**config.mk**
```make
export PLATFORM = sky130hd
export DESIGN_NAME = grey_window_meter
export DESIGN_NICKNAME = d
export VERILOG_FILES = /design/src/rtl/grey_window_meter.sv
export SDC_FILE = /design/constraint.sdc
export NUM_CORES = 1
export LEC_CHECK = 0
export CORE_ASPECT_RATIO = 0.75
export CORE_MARGIN = 10
export CORE_UTILIZATION = 40
export CTS_CLUSTER_DIAMETER = 50
export DETAILED_ROUTE_END_ITERATION = 10
export PLACE_DENSITY = 0.64
export SETUP_SLACK_MARGIN = 0.15
export SLEW_MARGIN = 30
export SYNTH_ARGS = -nofsm -noshare
export SYNTH_HDL_FRONTEND = slang
export SYNTH_SLANG_ARGS = --single-unit
```
**constraint.sdc**
```tcl
create_clock -name i_clk -period 4.7 [get_ports i_clk]
set_input_delay 0.705 -clock i_clk [delete_from_list [all_inputs] [get_ports i_clk]]
set_output_delay 0.705 -clock i_clk [all_outputs]
set_load 0.03 [all_outputs]
```
**src/rtl/grey_window_meter.sv**
```systemverilog
// Purpose: decode a cascaded grey counter pair, accumulate count advance over a programmable window, flag illegal steps.
// Latency: i_start sampled at edge N, accumulation on edges N+1..N+W, o_valid high after edge N+W.
// Backpressure: result held in DONE with o_valid until i_ack; i_start ignored outside IDLE.
module grey_window_meter #(
    parameter int pWIDTH   = 5,
    parameter int pWIN_MAX = 11
) (
    input  logic              i_clk,
    input  logic              i_rst,
    input  logic [pWIDTH-1:0] i_cnt_a,
    input  logic [pWIDTH-1:0] i_cnt_b,
    input  logic              i_start,
    input  logic [3:0]        i_win,
    input  logic              i_ack,
    output logic              o_busy,
    output logic              o_valid,
    output logic [15:0]       o_delta,
    output logic              o_err
);

    localparam int CW  = 2 * pWIDTH;     // combined binary count width
    localparam int WCW = pWIN_MAX + 4;   // window counter width

    localparam logic [CW-1:0]  LP_STEP_ONE = 1;
    localparam logic [WCW-1:0] LP_WCNT_ONE = 1;
    localparam logic [3:0]     LP_WIN_MAX  = pWIN_MAX[3:0];

    typedef enum logic [1:0] {
        S_IDLE = 2'd0,
        S_RUN  = 2'd1,
        S_DONE = 2'd2
    } state_t;

    state_t r_state;
    state_t w_state_nxt;

    logic [pWIDTH-1:0] r_a;
    logic [pWIDTH-1:0] r_b;
    logic [CW-1:0]     r_prev;
    logic [15:0]       r_acc;
    logic              r_err;
    logic [WCW-1:0]    r_wcnt;
    logic [15:0]       r_delta;
    logic              r_oerr;

    logic [CW-1:0]  w_cur;
    logic [CW-1:0]  w_step;
    logic           w_legal;
    logic           w_inc;
    logic [15:0]    w_acc_nxt;
    logic           w_err_nxt;
    logic           w_wdone;
    logic [3:0]     w_wsel;
    logic [4:0]     w_shamt;
    logic [WCW-1:0] w_wload;
    logic           w_busy;
    logic           w_valid;

    // Grey to binary: each binary bit is the xor of all grey bits at or above it.
    function automatic logic [pWIDTH-1:0] g2b(input logic [pWIDTH-1:0] g);
        logic [pWIDTH-1:0] b;
        b[pWIDTH-1] = g[pWIDTH-1];
        for (int k = pWIDTH - 2; k >= 0; k--) begin
            b[k] = b[k+1] ^ g[k];
        end
        return b;
    endfunction

    assign w_cur  = {g2b(r_b), g2b(r_a)};
    // Modulo subtraction makes the 1023->0 wrap a step of 1.
    assign w_step = w_cur - r_prev;

    // Only 0 or 1 are legal, so the increment is just the step's lsb when legal.
    assign w_legal   = (w_step <= LP_STEP_ONE);
    assign w_inc     = w_legal & w_step[0];
    assign w_acc_nxt = r_acc + {{15{1'b0}}, w_inc};
    assign w_err_nxt = r_err | ~w_legal;
    assign w_wdone   = (r_wcnt == '0);

    // W-1 = 2^(code+4)-1 is a mask of low ones; avoids a wider W intermediate.
    assign w_wsel  = (i_win > LP_WIN_MAX) ? LP_WIN_MAX : i_win;
    assign w_shamt = {1'b0, w_wsel} + 5'd4;
    assign w_wload = ~({WCW{1'b1}} << w_shamt);

    // State register.
    always_ff @(posedge i_clk or posedge i_rst) begin
        if (i_rst) begin
            r_state <= S_IDLE;
        end else begin
            r_state <= w_state_nxt;
        end
    end

    // Next-state: start only from IDLE, leave RUN on the last window cycle, leave DONE on ack.
    always_comb begin
        w_state_nxt = r_state;
        case (r_state)
            S_IDLE:  if (i_start) w_state_nxt = S_RUN;
            S_RUN:   if (w_wdone) w_state_nxt = S_DONE;
            S_DONE:  if (i_ack)   w_state_nxt = S_IDLE;
            default: w_state_nxt = S_IDLE;
        endcase
    end

    // State-decoded handshake outputs.
    always_comb begin
        w_busy  = 1'b0;
        w_valid = 1'b0;
        case (r_state)
            S_RUN:   w_busy = 1'b1;
            S_DONE: begin
                w_busy  = 1'b1;
                w_valid = 1'b1;
            end
            default: ;
        endcase
    end

    // Input capture and step history run every cycle so prev is always one sample behind cur.
    always_ff @(posedge i_clk or posedge i_rst) begin
        if (i_rst) begin
            r_a    <= '0;
            r_b    <= '0;
            r_prev <= '0;
        end else begin
            r_a    <= i_cnt_a;
            r_b    <= i_cnt_b;
            r_prev <= w_cur;
        end
    end

    // Window accumulation; result registers load only on the final RUN cycle.
    always_ff @(posedge i_clk or posedge i_rst) begin
        if (i_rst) begin
            r_acc   <= '0;
            r_err   <= 1'b0;
            r_wcnt  <= '0;
            r_delta <= '0;
            r_oerr  <= 1'b0;
        end else begin
            case (r_state)
                S_IDLE: begin
                    if (i_start) begin
                        r_acc  <= '0;
                        r_err  <= 1'b0;
                        r_wcnt <= w_wload;
                    end
                end
                S_RUN: begin
                    r_acc <= w_acc_nxt;
                    r_err <= w_err_nxt;
                    if (!w_wdone) begin
                        r_wcnt <= r_wcnt - LP_WCNT_ONE;
                    end else begin
                        r_delta <= w_acc_nxt;
                        r_oerr  <= w_err_nxt;
                    end
                end
                default: ;
            endcase
        end
    end

    assign o_busy  = w_busy;
    assign o_valid = w_valid;
    assign o_delta = r_delta;
    assign o_err   = r_oerr;

endmodule

```
After elaboration in Yosys (flattened, before gate mapping) --
Cells that the tools add are included.
Word-level totals: bits in registers 71, input port bits 18, output and inout bits 19, logic and storage cells 56
Operators by class: add/subtract/negate cells 4, magnitude comparators 2, eq/ne operators 6, shift-type cells 1, muxes and demuxes 14, bitwise gates (word level) 12, reduce and logical (&&, ||, !) cells 8
Operators with widths (count):
- $pmux W16 S2 | 1
- $mux W15 | 2
- $pmux W15 S2 | 1
- $add A16 B1 Y16 | 1
- $mux W16 | 1
- $logic_not A15 Y1 | 1
- $not A15 Y15 | 1
- $shl A15 B5 Y15 const A | 1
- $sub A15 B1 Y15 const B | 1
- $le A10 B1 Y1 const B | 1
- $sub A10 B10 Y10 | 1
- $ne A2 B2 Y1 const B | 4
- $xor A1 B1 Y1 | 8
- $mux W2 | 3
- $pmux W2 S3 | 1
- $reduce_and A3 Y1 | 2
- $add A4 B3 Y5 const B | 1
- $gt A4 B4 Y1 const B | 1
- $mux W4 | 1
- $reduce_and A2 Y1 | 2
- $mux W1 | 3
- $eq A2 B1 Y1 const B | 1
- $eq A2 B2 Y1 const B | 1
- $logic_not A2 Y1 | 1
- other kinds (6) | 6

Longest topological paths before layout --
depth in word-level cells 9, mapped depth 22, gate-level depth less buffers 21

Worst setup path after synthesis --
Ideal clock, no wire load.
path type flip-flop to flip-flop, start point reg r_a[4], end point reg r_acc[14], setup time 127 ps, arrival 4927 ps, data required time 4573 ps, path slack -354 ps, stages on the path, launching flop included 23, buffers on the path 1, clock period less this slack 5054 ps, cells stage by stage dfrtp_1 -> xor2_1 -> xnor2_1 -> xor2_1 -> xor2_1 -> ha_1 -> inv_1 -> fa_1 -> a21o_1 -> a2111oi_4 -> o32ai_1 -> or4_1 -> nor4_2 -> nor2b_1 -> ha_1 -> ha_1 -> and3_1 -> clkbuf_1 -> nand3_1 -> nor3b_1 -> o21ai_0 -> nand2_1 -> o21ai_0
Between the ends: longest elaborated chain between the ends 9
RTL lines:
- start: declaration | line 37 | logic [pWIDTH-1:0] r_a;
- start signal: assignment | line 126 | r_a <= i_cnt_a;
- $xor A1 B1 Y1 (*) | line 64 | b[k] = b[k+1] ^ g[k];
- net w_cur[3] | line 46 | logic [CW-1:0] w_cur;
- $xor A1 B1 Y1 (3 in a row) | line 64
- $sub A10 B10 Y10 (*) | line 71 | assign w_step = w_cur - r_prev;
- $le A10 B1 Y1 | line 74 | assign w_legal = (w_step <= LP_STEP_ONE);
- $and A1 B1 Y1 (*) | line 75 | assign w_inc = w_legal & w_step[0];
- $add A16 B1 Y16 (*) | line 76 | assign w_acc_nxt = r_acc + {{15{1'b0}}, w_inc};
- $pmux W16 S2 (*) | line 141 | case (r_state)
- end signal: assignment | line 150 | r_acc <= w_acc_nxt;
- end: declaration | line 40 | logic [15:0] r_acc;
The timed path passes the listed nets; every way through them passes the cells marked *. A chain may end at the register's enable or synchronous reset.

Worst setup path in the final report --
start point reg r_a[3], end point reg r_oerr, in the netlist o_err
Between the ends: longest elaborated chain between the ends 8
RTL lines:
- $xor A1 B1 Y1 (*) | line 64
- net w_cur[3] | line 46
- $xor A1 B1 Y1 (*) (2 in a row) | line 64
- net w_cur[1] | line 46
- $xor A1 B1 Y1 | line 64
- $sub A10 B10 Y10 (*) | line 71
- $le A10 B1 Y1 (*) | line 74
- $not A1 Y1 (*) | line 77 | assign w_err_nxt = r_err | ~w_legal;
- $or A1 B1 Y1 (*) | line 77
- end signal: assignment | line 156 | r_oerr <= w_err_nxt;
- end: declaration | line 44 | logic r_oerr;
Marked as above.

==> metrics.md <==
| Metric | Value |
|---|---|
| Share of layout cells above drive strength 1 | `between 20% and 30%` |
| Pwr Total | `roughly 2.5 mW` |
| Cell mode on critical path | `buf_6` |
| Final worst path period share | `98.5%` |
| Std cell rows | `31` |
| Data arrival, critical path | `4890 ps` |
| Worst hold-check path type | `flop to flop` |
| # H-tree levels | `3` |
| Largest net degree at the start of global routing | `44` |
| Fin Setup TNS | `0 ps` |
| WL/cell | `15.7 um` |
| Starting Density | `between 40% and 50%` |
| Total gr overflow | `0` |
| Die area | `about 14000 sq um` |
| Die width | `134 um` |
| Status | `completed` |
| Most frequent cells after synthesis | `dfrtp_1 (71), o21ai_0 (58), nand2_1 (51), inv_1 (24), nor2_1 (23)` |
| Global-route wire length before repair | `approximately 16000 um` |
| Slew Limit Fails | `0` |
| Reg area | `around 1800 sq um` |
| PortBufs | `36` |
| Yosys top cell area share | `45.6%` |
| Max clock buf depth | `2` |
| Seq/Total Area, Yosys | `~46%` |
| I/O Pins | `37` |
| Vias in the first global route | `around 3.2k` |
| Leading area contributor after synthesis | `dfrtp_1` |
| Final cell count without fillers | `roughly 630` |
| Clock slew at reported path FFs | `approximately 60 ps` |
| Count leader, synth | `dfrtp_1` |
| Top post-synthesis cells by area | `dfrtp_1 (46%), o21ai_0 (7.5%), ha_1 (5.1%)` |
| CP bufs+invs | `20` |
| Syn_nets | `between 400 and 500` |
| Fmax | `approximately 220 MHz` |
| Tightest Pin Transition | `approximately 660 ps` |
| Routed vias | `around 3.4k` |
| Post-place setup slack | `-157 ps` |
| Clk_lat worst skew | `340 ps` |
| Multi-input gate area | `between 2000 and 2500 sq um` |
| P_leak | `approximately 2.3 nW` |
| Placed cells | `just under 600` |
| Clock skew | `slightly above 9 ps` |
| TritonCTS clock tree | `yes` |
| RD Place Congestion | `about 0.84` |
| Stages on worst setup path | `30` |
| Slew HR | `56.1%` |
| Antenna cells | `0` |
| Final HPWL DP | `around 6400 um` |
| CP top delay family | `buffers and inverters` |
| Total track usage | `between 10% and 20%` |
| Critical-path top delay cell | `dfrtp_1` |
| CTS Sinks | `between 70 and 80` |
| PwrDens | `about 460 nW/um^2` |
| CTS root buf | `clkbuf_16` |
| DR vias/cell | `between 5 and 6` |
| FF-to-FF path depth | `30` |
| Asr flop ratio synth | `100%` |
| Die Y | `around 110 um` |
| Detail Route Antenna Nets | `0` |
| Hold slack final | `465 ps` |
| Routed wire length | `between 9000 and 10000 um` |
| Synth Register Bits | `71` |
| Worst setup SP type | `flop` |
| Final worst setup slack | `69.0 ps` |
| Synth warn | `0` |
| DR pass1 iterations | `5` |
| Core Region | `about 9600 sq um` |
| Maxcap violations | `0` |
| Residual DRC | `0` |
| Final Hold Viols | `0` |
| Worst hold path cell count | `1` |
| Final net count | `526` |
| Initial drt markers | `178` |
| Top FF cell, synth | `dfrtp_1` |
| Worst path max stage delay | `around 390 ps` |
| Synthesized instance count | `~420` |
| Synth Area per Inst | `9.23 sq um` |
| Max rail drop VDD | `around 280 uV` |
| Post-synth EDFFs | `0` |
| Synth unique cells | `between 50 and 60` |
| TritonCTS buffer count | `9` |
| Tmin final | `about 4600 ps` |
| Layout fillers | `roughly 820` |
| Required @ worst endpoint | `roughly 5000 ps` |
| Layout area overhead | `38.5%` |
| Worst Setup End Kind | `flop` |
| Critical path type | `flop to flop` |
| Initial antenna violation count | `0` |
| RSZ-0062 raised after global routing | `true` |
| Mapped cell area | `3890 sq um` |
| Final setup fails | `0` |
| Crit-path max FO | `3` |
## area by class of cell
type / instances / area share [%]
multi-input cells: 306 / 41.7
well taps: 132 / 3.06
clock inverters: 6 / 1.99
inverters: 25 / 1.79
clock buffers: 10 / 4.43
flip-flops and latches: 71 / 32.9
repair buffers: 78 / 14.1
## cells by family (layout without fill, tap and decap cells)
logic type / after synthesis / count (layout) / share of synthesized area, %
compound gates: 125 / 125 / 20.0
xor+xnor: 26 / 26 / 5.85
fa+ha+maj: 17 / 17 / 5.66
buf+inv: 45 / 119 / 4.43
flops: 71 / 71 / 45.6
mux: 4 / 4 / 1.06
simple gates: 134 / 134 / 17.4
## report_power, final
group / leakage, nW / internal (mW) / switching, mW
Sequential: 0.902 / 0.703 / 0.0840
Combinational: 1.20 / 0.350 / 0.527
Clock: 0.168 / 0.531 / 0.270
Total: 2.27 / 1.58 / 0.880
## final timing paths
kind,from,to,slack [ps]
min,r_b[0],r_prev[5],460
max in group asynchronous,i_rst,r_acc[14],2930
min reg2reg,r_b[0],r_prev[5],460
max reg2reg,r_a[3],o_err,70
max,r_a[3],o_err,70
min in group asynchronous,i_rst,r_wcnt[11],780
## layer usage
layer | global-route usage (%) | share of wire, %
met1 | 18.2 | 48
met2 | 20.9 | 47
met3 | 4.89 | 4.8
met4 | 3.18 | 0.93
met5 | 0 | 0
## state kept, by name, summed over array words and instances, names as in the netlist
signal and flops:
o_delta 16, r_acc 16, r_wcnt 15, r_prev 10
r_a 5, r_b 5, r_state 2, o_err 1
r_err 1
## through the flow
stage / area, sq um / utilization [%]
CTS: 5150 / 53.8
global placement: 4480 / 46.8
global route: 5390 / 56.3
floorplan: 3970 / -
detailed placement: 4480 / 46.8
finish: 5390 / 56.3
## worst reg2reg max path: cells and delay by family (launching register included)
family,cells,cell delay [ps]
muxes,1,360
xor gates and xnor gates,3,590
DFF,1,390
and+or+nand+nor,2,240
AOI/OAI and AO/OA,3,610
buffers and inverters,20,2120
adders and majority gates,1,230
## layout by cell type, fill, tap and decap left out, drive strengths merged, types with 7 or more instances in the layout
cell and count:
nor3 7, clkdlybuf4s50 36, ha 16, clkbuf 10
a21oi 19, and3 9, nand3 12, nor4 7
o21ai 60, nor2 23, a31oi 7, xnor2 15
dfrtp 71, inv 24, xor2 11, buf 42
nand2 51
## what timing repair did
item | 4_1_cts | 5_1_grt
setup endpoints to repair | 22 | 30
pin swaps | 20 | 23
setup buffers | 25 | 7
hold buffers | 0 | 0
resized for setup | 39 | 55
No activity file was read; power rests on OpenSTA's default activity.
